**src/rtl/gemm_result_drain.sv**
```systemverilog
// ============================================================================
// gemm_result_drain : captures a GEMM result matrix and streams it row-major
//                     with a per-frame checksum and frame counter.
// Revision: 1.0
// ============================================================================
`default_nettype none

module gemm_result_drain #(
    parameter int DATA_WIDTH    = 32,
    parameter int MATRIX_WIDTH  = 4,
    parameter int MATRIX_HEIGHT = 4,
    localparam int ROW_W = (MATRIX_HEIGHT > 1) ? $clog2(MATRIX_HEIGHT) : 1,
    localparam int COL_W = (MATRIX_WIDTH > 1) ? $clog2(MATRIX_WIDTH) : 1
) (
    input  logic                                          iclk,
    input  logic                                          irst,
    input  logic                                          res_valid,
    output logic                                          res_ready,
    input  logic [MATRIX_HEIGHT*MATRIX_WIDTH*DATA_WIDTH-1:0] res_flat,
    output logic                                          m_valid,
    input  logic                                          m_ready,
    output logic [DATA_WIDTH-1:0]                         m_data,
    output logic [ROW_W-1:0]                              m_row,
    output logic [COL_W-1:0]                              m_col,
    output logic                                          m_last,
    output logic                                          frame_done,
    output logic [DATA_WIDTH-1:0]                         checksum,
    output logic [15:0]                                   frame_count,
    output logic                                          drop_err
);

    localparam int N     = MATRIX_WIDTH * MATRIX_HEIGHT;
    localparam int IDX_W = (N > 1) ? $clog2(N) : 1;

    localparam logic [0:0] ST_IDLE   = 1'b0;
    localparam logic [0:0] ST_STREAM = 1'b1;

    logic [0:0]            state_q, state_d;
    logic [DATA_WIDTH-1:0] buf_q [N];
    logic [DATA_WIDTH-1:0] buf_d [N];
    logic [ROW_W-1:0]      row_q, row_d;
    logic [COL_W-1:0]      col_q, col_d;
    logic [DATA_WIDTH-1:0] sum_q, sum_d;
    logic [DATA_WIDTH-1:0] checksum_q, checksum_d;
    logic [15:0]           frame_count_q, frame_count_d;
    logic                  frame_done_q, frame_done_d;
    logic                  drop_err_q, drop_err_d;

    logic [IDX_W-1:0]      idx;
    logic                  row_end;
    logic                  last_elem;
    logic                  accept;
    logic                  xfer;

    assign idx       = IDX_W'(row_q) * IDX_W'(MATRIX_WIDTH) + IDX_W'(col_q);
    assign row_end   = (col_q == COL_W'(MATRIX_WIDTH - 1));
    assign last_elem = row_end && (row_q == ROW_W'(MATRIX_HEIGHT - 1));
    assign accept    = (state_q == ST_IDLE) && res_valid;
    assign xfer      = (state_q == ST_STREAM) && m_ready;

    always_ff @(posedge iclk or negedge irst) begin
        if (!irst) begin
            state_q <= ST_IDLE;
        end else begin
            state_q <= state_d;
        end
    end

    always_comb begin
        state_d = state_q;
        case (state_q)
            ST_IDLE:   if (res_valid) state_d = ST_STREAM;
            ST_STREAM: if (m_ready && last_elem) state_d = ST_IDLE;
            default:   state_d = ST_IDLE;
        endcase
    end

    // Data output is forced to zero outside STREAM so reset/idle values are clean
    always_comb begin
        res_ready = (state_q == ST_IDLE);
        m_valid   = (state_q == ST_STREAM);
        m_last    = (state_q == ST_STREAM) && last_elem;
        m_data    = (state_q == ST_STREAM) ? buf_q[idx] : '0;
        m_row     = row_q;
        m_col     = col_q;
    end

    always_comb begin
        for (int k = 0; k < N; k++) begin
            buf_d[k] = buf_q[k];
        end
        row_d         = row_q;
        col_d         = col_q;
        sum_d         = sum_q;
        checksum_d    = checksum_q;
        frame_count_d = frame_count_q;
        frame_done_d  = 1'b0;
        drop_err_d    = drop_err_q | (res_valid && (state_q != ST_IDLE));

        if (accept) begin
            for (int k = 0; k < N; k++) begin
                buf_d[k] = res_flat[k*DATA_WIDTH +: DATA_WIDTH];
            end
            row_d = '0;
            col_d = '0;
            sum_d = '0;
        end

        if (xfer) begin
            sum_d = sum_q + buf_q[idx];
            if (last_elem) begin
                row_d         = '0;
                col_d         = '0;
                checksum_d    = sum_q + buf_q[idx];
                frame_count_d = frame_count_q + 16'd1;
                frame_done_d  = 1'b1;
            end else if (row_end) begin
                row_d = row_q + ROW_W'(1);
                col_d = '0;
            end else begin
                col_d = col_q + COL_W'(1);
            end
        end
    end

    always_ff @(posedge iclk or negedge irst) begin
        if (!irst) begin
            row_q         <= '0;
            col_q         <= '0;
            sum_q         <= '0;
            checksum_q    <= '0;
            frame_count_q <= '0;
            frame_done_q  <= 1'b0;
            drop_err_q    <= 1'b0;
        end else begin
            row_q         <= row_d;
            col_q         <= col_d;
            sum_q         <= sum_d;
            checksum_q    <= checksum_d;
            frame_count_q <= frame_count_d;
            frame_done_q  <= frame_done_d;
            drop_err_q    <= drop_err_d;
        end
    end

    // Buffer contents are don't-care after reset, so it carries no reset
    always_ff @(posedge iclk) begin
        for (int k = 0; k < N; k++) begin
            buf_q[k] <= buf_d[k];
        end
    end

    assign frame_done  = frame_done_q;
    assign checksum    = checksum_q;
    assign frame_count = frame_count_q;
    assign drop_err    = drop_err_q;

endmodule

`default_nettype wire

```
**config.mk**
```make
export PLATFORM = sky130hd
export DESIGN_NAME = gemm_result_drain
export DESIGN_NICKNAME = d
export VERILOG_FILES = /design/src/rtl/gemm_result_drain.sv
export SDC_FILE = /design/constraint.sdc
export NUM_CORES = 1
export LEC_CHECK = 0
export CAP_MARGIN = 20
export CORE_AREA = 2 2 237 239
export CTS_CLUSTER_DIAMETER = 60
export DETAILED_ROUTE_END_ITERATION = 6
export DIE_AREA = 0 0 239 241
export PLACE_DENSITY = 0.73
export SYNTH_ARGS = -nofsm -noshare
export SYNTH_HDL_FRONTEND = slang
export SYNTH_SLANG_ARGS = --single-unit
export TNS_END_PERCENT = 50
```
**constraint.sdc**
```tcl
create_clock -name iclk -period 15.5 [get_ports iclk]
set_input_delay 1.55 -clock iclk [delete_from_list [all_inputs] [get_ports iclk]]
set_output_delay 1.55 -clock iclk [all_outputs]
set_load 0.01 [all_outputs]
```
## After elaboration in Yosys (flattened, before gate mapping)

Memories as Yosys holds them, arrays and structs flattened.
Cells that the tools add are included.

| storage, ports and cells | value |
|---|---|
| bits of input ports | 516 |
| register bits after elaboration | 87 |
| memories kept | 1 |
| RAM bits | 512 |

| operators by class | value |
|---|---|
| bitwise gates (word level) | 2 |
| reductions and logical operators | 8 |
| equality and inequality tests | 3 |
| $add $sub $neg | 5 |
| multiplexer cells | 17 |

Memories:

| name | depth | bits a word | rd ports | clocked after memory_dff | write ports | RTL line | RTL |
|---|---|---|---|---|---|---|---|
| buf_q | 16 | 32 | 1 | 0 | 16 | 39 | `logic [DATA_WIDTH-1:0] buf_q [N];` |

Operators with widths:

| cell | count |
|---|---|
| $mux 512 | 1 |
| $mux 32 | 3 |
| $add 32x32->32 | 1 |
| $add 16x1->16 const B | 1 |
| $mux 2 | 8 |
| $logic_and 1x1->1 | 6 |
| $add 2x1->2 const B | 2 |
| $add 4x2->4 | 1 |
| $eq 2x2->1 const B | 2 |
| $mux 1 | 4 |
| $pmux 1 s2 | 1 |
| $reduce_and 2->1 | 1 |
| $reduce_bool 2->1 | 1 |
| $ne 1x1->1 const B | 1 |
| $not 1->1 | 1 |
| $or 1x1->1 | 1 |

## Logic depth before layout (Yosys ltp)

Gate-level depths: netlist of run 1.

| logic depth | value |
|---|---|
| depth in word-level cells | 6 |
| depth in mapped cells | 17 |
| gate-level depth less buffers | 13 |

## Least setup slack after synthesis of run 1

No wires, ideal clock.

| path | value |
|---|---|
| path type | input -> register |
| from | input res_valid |
| to | register sum_q[0] |
| required time | 15.379 ns |
| setup time | 0.121 ns |
| arrival | 13.488 ns |
| path slack | 1.891 ns |
| stages | 5 |
| path buffers | 1 |
| cells stage by stage | nand2_1 > inv_1 > nor2_1 > clkbuf_1 > a22o_1 |

| on the way | value |
|---|---|
| cells in the longest elaborated chain, start to end | 2 |

RTL lines:

| item | RTL line | RTL |
|---|---|---|
| from (decl) | 17 | `input logic res_valid,` |
| $logic_and 1x1->1 | 58 | `assign accept = (state_q == ST_IDLE) && res_valid;` |
| net accept | 52 | `logic accept;` |
| $reduce_bool 2->1 (no source line) | - |  |
| to (signal assigned) | 138 | `sum_q <= sum_d;` |
| to (decl) | 43 | `logic [DATA_WIDTH-1:0] sum_q, sum_d;` |

The timed path passes the listed nets, and every way through them passes these cells.
A chain may end at the register's enable or synchronous reset.

## Final worst setup path of run 1

| path | value |
|---|---|
| from | register col_q[0] (netlist: m_col[0]) |
| to | output m_data[19] |

| on the way | value |
|---|---|
| cells in the longest elaborated chain, start to end | 3 |

RTL lines:

| item | RTL line | RTL |
|---|---|---|
| from (decl) | 42 | `logic [COL_W-1:0] col_q, col_d;` |
| from (signal assigned) | 137 | `col_q <= col_d;` |
| $add 4x2->4 | 55 | `assign idx = IDX_W'(row_q) * IDX_W'(MATRIX_WIDTH) + IDX_W'(col_q);` |
| $mem_v2 16x32 | - |  |
| $mux 32 | 83 | `m_data = (state_q == ST_STREAM) ? buf_q[idx] : '0;` |
| to (decl) | 22 | `output logic [DATA_WIDTH-1:0] m_data,` |

No other way between the ends.

==> results of run 1 <==
==> final timing paths <==
check                                            to
max                                      m_data[19]
min                              drop_err$_DFF_PN0_
max reg2reg                checksum[31]$_DFFE_PN0P_
min reg2reg                      drop_err$_DFF_PN0_
max in group asynchronous      m_col[0]$_DFFE_PN0P_
min in group asynchronous      frame_done$_DFF_PN0_
==> layer usage <==
layer | part of all wire (%) | vias up | global-route usage, %
li1 | - | 6385 | -
met1 | 37 | 7177 | 27.02
met2 | 53 | 539 | 40.44
met3 | 7.1 | 109 | 5.890
met4 | 2.9 | 6 | 7.462
met5 | 0.059 | - | 0
==> area by class of cell <==
cell class	count	area, um^2
Fill cell	3956	21620
Timing Repair Buffer	620	6256
Inverter	14	60.06
Sequential cell	599	17570
Clock inverter	30	230.2
Tap cell	704	880.8
Clock buffer	91	1851
Antenna cell	5	12.51
Multi-Input combinational cell	597	6406
==> cell usage after synthesis, types with 6 or more instances <==
library cell / count
nor2_1: 24
xnor2_1: 28
edfxtp_1: 512
dfrtp_1: 87
a21o_1: 19
xor2_1: 12
o21ai_0: 70
mux4_2: 160
a21oi_1: 30
and2_1: 34
o31ai_1: 7
nand3_1: 13
inv_1: 14
and3_1: 6
ha_1: 34
nand4_1: 13
clkbuf_1: 51
nand2_1: 90
==> registers in the layout, indices dropped and copies added, names as in the netlist <==
name	cells
m_row	2
drop_err	1
buf_q	512
m_valid	1
checksum	32
m_col	2
frame_count	16
sum_q	32
frame_done	1
==> power breakdown <==
| group | switching [mW] | total, mW | internal [mW] | leakage (nW) |
|---|---|---|---|---|
| Sequential | 0.156 | 2.04 | 1.88 | 5.73 |
| Clock | 0.645 | 1.51 | 0.863 | 1.02 |
| Combinational | 1.25 | 2.49 | 1.24 | 4.68 |
| Total | 2.05 | 6.03 | 3.98 | 11.4 |
==> per-stage QoR <==
step	power (mW)	instances	hold WS (ns)	worst slack (ns)
after CTS	6.090	2651	0.4668	8.441
after global placement	4.512	2530	0.4436	9.032
after detailed placement	4.564	2530	0.4534	8.907
final	6.034	2660	0.4627	8.928
after global routing	6.378	2659	0.4897	8.513
after floorplan	3.659	1272	0.4468	1.891
==> critical path, delay by kind of cell (launching register included) <==
family,cells,cell delay [ns]
muxes,2,1.15
DFF,1,0.93
and+or+nand+nor,1,0.20
buffers and inverters,4,1.95
==> kinds of logic after synthesis <==
group,count (synthesis)
AOI/OAI and AO/OA,165
xor gates and xnor gates,41
adders and majority gates,35
buffers and inverters,76
DFF,599
muxes,164
and+or+nand+nor,192
==> summary.txt, run 1 <==
Timing
  – Hold Fails Final Rpt: 0
  – Endpoints failing setup: 0
  – Final Max Tran Viols: 0
  – Setup TNS: 0 ns
  – F_max: 152.2 MHz
  – Final Cycle Share: 42.40%
  – Layout Skew: 0.02704 ns
  – Relative slew margins: roughly 22%
  – Final Critical Period: 6.572 ns
  – Slew @ Worst Pin: 1.167 ns
  – RSZ-0062 raised after global routing: no

Layout
  – Commonest cells after routing, fill and taps aside: clkdlybuf4s50_1 (603), edfxtp_1 (512), mux4_2 (160), nand2_1 (90), dfrtp_1 (82)
  – Ratio of cells with drive above 1 in the final layout: 14.81%
  – Final nets: 2450
  – Most common cell after layout, fill and taps aside: clkdlybuf4s50_1
  – Final core occ: a little over 60%
  – Area delta synth->final: 37.05%
  – Fin area: 0.03326 mm^2

Synth
  – Post-synth ARST share: 14.52%
  – Largest cells by area after synthesis: edfxtp_1 (63%), mux4_2 (15%), dfrtp_1 (9.0%)
  – Synth area leader: edfxtp_1
  – Ys Warns: 0
  – Post-Syn Nets: 1823
  – Syn Inst Count: 1272
  – Fraction of synthesized area in multiplexers: 15.02%
  – Largest family of logic cells by synthesized area: multiplexers
  – Seq/Total Area, Yosys: 72.32%
  – Yosys cell types: 54
  – Top FF cell, synth: edfxtp_1
  – Synth Area per Inst: 19.08 um^2
  – Post-synthesis xor/xnor area fraction: under 10%
  – Yosys reg bits: 599
  – Post-Synth Adder-Cell Area: roughly 1.8%
  – Synth Cell Area: 0.02427 mm^2
  – Post-synth EDFFs: 512
  – Top-area cell type share of the netlist area: around 63%
  – Synth Area in Simple Gates: 3.717%
  – Compound-Gate Fraction of Synth Area: around 4.3%

Flow run
  – Max cap viols: 0

Worst hold path
  – Type of the worst min-delay path: register to register
  – Worst hold start: drop_err$_DFF_PN0_
  – Hold Path Stages: 1

Clocking
  – CTS tree: yes
  – CTS root buffer: clkbuf_16
  – CTS sink count: 599
  – Clock Latency Late Sink: 0.60 ns
  – Setup bufs post-CTS: 0
  – Total CTS buffers: between 60 and 70
  – CTS clock-pin slew for the worst setup and hold paths: approximately 0.060 ns
  – H-tree depth: 3
  – CTS resizes: 0
  – CTS Hold Bufs: 0
  – Clock buffer depth: 3

Worst setup path
  – Critical Path Start: m_col[0]$_DFFE_PN0P_
  – CP startpoint kind: register
  – Crit-path slowest cell: dfrtp_4
  – R2r worst-path depth: 15
  – Crit Reg-Reg Startpoint: m_col[0]$_DFFE_PN0P_
  – Required time of the worst setup path: 13.95 ns
  – R2R setup slack: slightly above 9 ns
  – Critical path, cell by cell: buf_4, buf_16, buf_4, mux4_2, mux4_2, and2_1, clkdlybuf4s50_1
  – CP peak stage delay: roughly 0.93 ns
  – WS Path Type: register to output port
  – Crit. End Element: output port
  – Critical Path AT: around 5 ns
  – Worst Path Max Fanout: 45

Floorplanning
  – Die H: between 200 and 250 um
  – Num rows: 86
  – Die Wd: about 240 um
  – Die ar.: 0.05760 mm^2
  – Ports: 605
  – Initial Utilization: 44.22%
  – Placeable core area: 0.05488 mm^2

Global routing
  – Pin count of the biggest net entering global routing: 187
  – First-pass GRT wire length: ~96 mm
  – Vias in the first global route: 15.24k
  – Overall routing resource usage: between 20% and 30%
  – Initial antenna violation count: 8
  – Congestion Overflow GR: 0

Detailed routing
  – DR iter-0 viols: 858
  – Final wirelength: 65.82 mm
  – # DRC: 0
  – Vias per inst: 5.344
  – WL/cell: 24.75 um
  – First-pass DRT Iterations: 5
  – Antenna-violating nets left: 0
  – Via count: about 14k

Run status
  – Outcome: completed

Power
  – VDD IR-drop max: between 0.00009 and 0.0001 V
  – Lkg Pwr: 11.43 nW
  – PD cells: 181.4 mW/mm^2

Place
  – Placer congestion estimate: 0.8801
  – Hpwl dp: 47.41 mm
  – Port bufs: 604
  – Cell Area, Placed: 0.03106 mm^2
(Power assumes the default switching activity.)
==> run 2, diff against run 1 <==
- CORE_AREA: 2 2 237 239 -> 2 2 236 238
- DIE_AREA: 0 0 239 241 -> 0 0 238 240
- PLACE_DENSITY: 0.73 -> 0.76
- clock period: 15.5 -> 5.6 ns (I/O delays scaled with it)
==> run 2 against run 1 <==
The run now ends with design-rule violations left. Worst hold slack got worse by 0.058 ns. Core utilization grew 0.50 points. Global-route usage about the same. Clock skew shrank 0.0064 ns.
==> summary.txt, run 2 (synthesis results as in run 1) <==
Global routing
  – Congestion Overflow GR: 0 (unchanged)
  – First-pass GRT wire length: 94.28 mm (-1.3%)
  – Overall routing resource usage: 22.74% (about the same)
  – Initial antenna violation count: 4 (-4)
  – Vias in the first global route: 15.29k (+0.28%)
  – Pin count of the biggest net entering global routing: 193 (+3.2%)

Worst setup path
  – Worst Path Max Fanout: 42 (-6.7%)
  – R2r worst-path depth: 13 (-2)
  – WS Path Type: register to register
  – Critical path, cell by cell: buf_12, mux4_2, mux4_2, ha_1, a2111oi_0, o21ai_1, a21oi_1, o21a_1, o41ai_2, or2_1, a31oi_1, xor2_1, o21ai_0
  – CP peak stage delay: 0.59 ns (-0.34 ns)
  – Crit Reg-Reg Startpoint: m_col[0]$_DFFE_PN0P_
  – RR Endpoint: checksum[30]$_DFFE_PN0P_
  – Cell mode on critical path: mux4_2
  – Crit. End Element: register
  – Crit-path slowest cell: dfrtp_4
  – Critical Path Stages: 13 (+6)
  – Cell class contributing the biggest share of worst-path delay: compound AO/OA/AOI/OAI gates
  – Required time of the worst setup path: 6.02 ns (-7.93 ns)
  – Critical Path AT: 5.01 ns (about the same)
  – R2R setup slack: 1.01 ns (-8.33 ns)
  – Buf+Inv Stages, Crit Path: 1 (-3)
  – CP startpoint kind: register

Layout
  – Final core occ: 61.11% (+0.50 points)
  – Area delta synth->final: 37.65%
  – Ratio of cells with drive above 1 in the final layout: 15.16% (+0.34 points)
  – Filler Cells Inserted: 3952 (-0.10%)
  – Final nets: 2455 (+0.20%)
  – Fin area: 0.03341 mm^2 (+0.43%)
  – Largest Register: buf_q
  – Most common cell after layout, fill and taps aside: clkdlybuf4s50_1
  – Commonest cells after routing, fill and taps aside: clkdlybuf4s50_1 (603), edfxtp_1 (512), mux4_2 (160), nand2_1 (89), dfrtp_1 (82)
  – Max reg flops: 512 (unchanged)

Floorplanning
  – Initial Utilization: 44.40% (+0.17 points)
  – Die Wd: 238 um (-0.42%)
  – Ports: 605 (unchanged)
  – Die H: 240 um (-0.41%)
  – Placeable core area: 0.05466 mm^2 (-0.39%)
  – Num rows: 86 (unchanged)
  – Die ar.: 0.05712 mm^2 (-0.83%)

Clocking
  – Clock buffer depth: 3 (unchanged)
  – H-tree depth: 3 (unchanged)
  – CTS clock-pin slew for the worst setup and hold paths: 0.06 ns (about the same)
  – CTS tree: yes
  – Clock Latency Late Sink: 0.59 ns (about the same)
  – CTS sink count: 599 (unchanged)
  – Total CTS buffers: 67 (unchanged)
  – CTS root buffer: clkbuf_16

Run status
  – Outcome: complete, but fails checks
  – Failing checks: design-rule violations

Timing
  – F_max: 217.8 MHz
  – Hold Fails Final Rpt: 0 (unchanged)
  – Setup TNS: 0 ns (unchanged)
  – Endpoints failing setup: 0 (unchanged)
  – Final Critical Period: 4.590 ns
  – Relative slew margins: 15.89% (-6.3 points)
  – Final Max Tran Viols: 0 (unchanged)
  – WHS: 0.4052 ns (-0.05753 ns)
  – Slew @ Worst Pin: 1.262 ns (+0.09414 ns)
  – Layout Skew: 0.02062 ns (-0.006422 ns)
  – RSZ-0062 raised after global routing: no
  – Final Cycle Share: 81.97%

Place
  – Port bufs: 604 (unchanged)
  – Cell Area, Placed: 0.03119 mm^2 (+0.42%)
  – Placer congestion estimate: 0.8955 (+1.7%)
  – Hpwl dp: 47.31 mm (-0.22%)

Flow run
  – Max cap viols: 0 (unchanged)

Power
  – PD cells: 507.9 mW/mm^2 (+180%)
  – Lkg Pwr: 11.49 nW (+0.56%)
  – Final Total Pwr: 16.97 mW (+180%)
  – VDD IR-drop max: 0.0002728 V (+190%)

Detailed routing
  – Vias per inst: 5.390 (+0.85%)
  – Final wirelength: 64.92 mm (-1.4%)
  – DR iter-0 viols: 1037 (+21%)
  – Via count: 14.34k (+0.85%)
  – First-pass DRT Iterations: 7 (+2)
  – WL/cell: 24.41 um (-1.4%)
  – Antenna-violating nets left: 0 (unchanged)
  – # DRC: 2 (+2)

Worst hold path
  – Type of the worst min-delay path: input pin to async pin
-- run 2: cell types whose count changed in the layout (fill, tap and decap cells not counted), sizes merged --
| cell | delta |
|---|---|
| buf | +4 |
| bufinv | +8 |
| clkbuf | -7 |
| clkinv | -8 |
| clkinvlp | +1 |
| diode | -2 |
| dlygate4sd3 | +1 |
| inv | +3 |
-- run 2: power breakdown --
| part | internal [mW] | switching (mW) |
|---|---|---|
| clock network | 2.65 | 1.77 |
| logic | 3.46 | 3.59 |
| registers | 5.22 | 0.291 |
| total | 11.3 | 5.65 |
-- run 2: routing by layer --
metal	global-route usage [%]	part of all wire [%]	vias up
met4	8.011	3.1	2
li1	-	-	6402
met1	27.30	37	7246
met5	0	0.017	-
met2	39.79	53	571
met3	6.016	7.2	116
-- run 2: worst max path at each step --
stage,from,endpoint
final,m_col[0]$_DFFE_PN0P_,checksum[30]$_DFFE_PN0P_
after global routing,m_col[0]$_DFFE_PN0P_,checksum[30]$_DFFE_PN0P_
after CTS,m_col[0]$_DFFE_PN0P_,checksum[30]$_DFFE_PN0P_
after detailed placement,m_col[0]$_DFFE_PN0P_,checksum[30]$_DFFE_PN0P_
after global placement,m_col[0]$_DFFE_PN0P_,checksum[29]$_DFFE_PN0P_
after floorplan,m_valid$_DFF_PN0_,sum_q[1]$_DFFE_PN0P_
-- run 2: timing repair --
item | in CTS | in global routing
endpoints found under the hold margin | 20 | 0
setup buffers | 0 | 0
resized for setup | 0 | 0
hold buffers | 1 | 0
-- run 2: cell type report --
| type | count | area, um^2 | share of cell area, % |
|---|---|---|---|
| Sequential cell | 599 | 17570 | 52.58 |
| Inverter | 14 | 61.31 | 0.1835 |
| Tap cell | 704 | 880.8 | 2.637 |
| Clock inverter | 34 | 457.9 | 1.371 |
| Timing Repair Buffer | 625 | 6279 | 18.79 |
| Clock buffer | 84 | 1740 | 5.210 |
| Multi-Input combinational cell | 597 | 6414 | 19.20 |
| Antenna cell | 3 | 7.507 | 0.02247 |
-- run 2: per-stage QoR --
stage,cells,worst slack [ns]
3_3_place_gp,2538,1.064
5_1_grt,2660,0.6121
3_5_place_dp,2538,1.026
6_report,2660,1.010
2_1_floorplan,1272,-3.368
4_1_cts,2657,0.9459
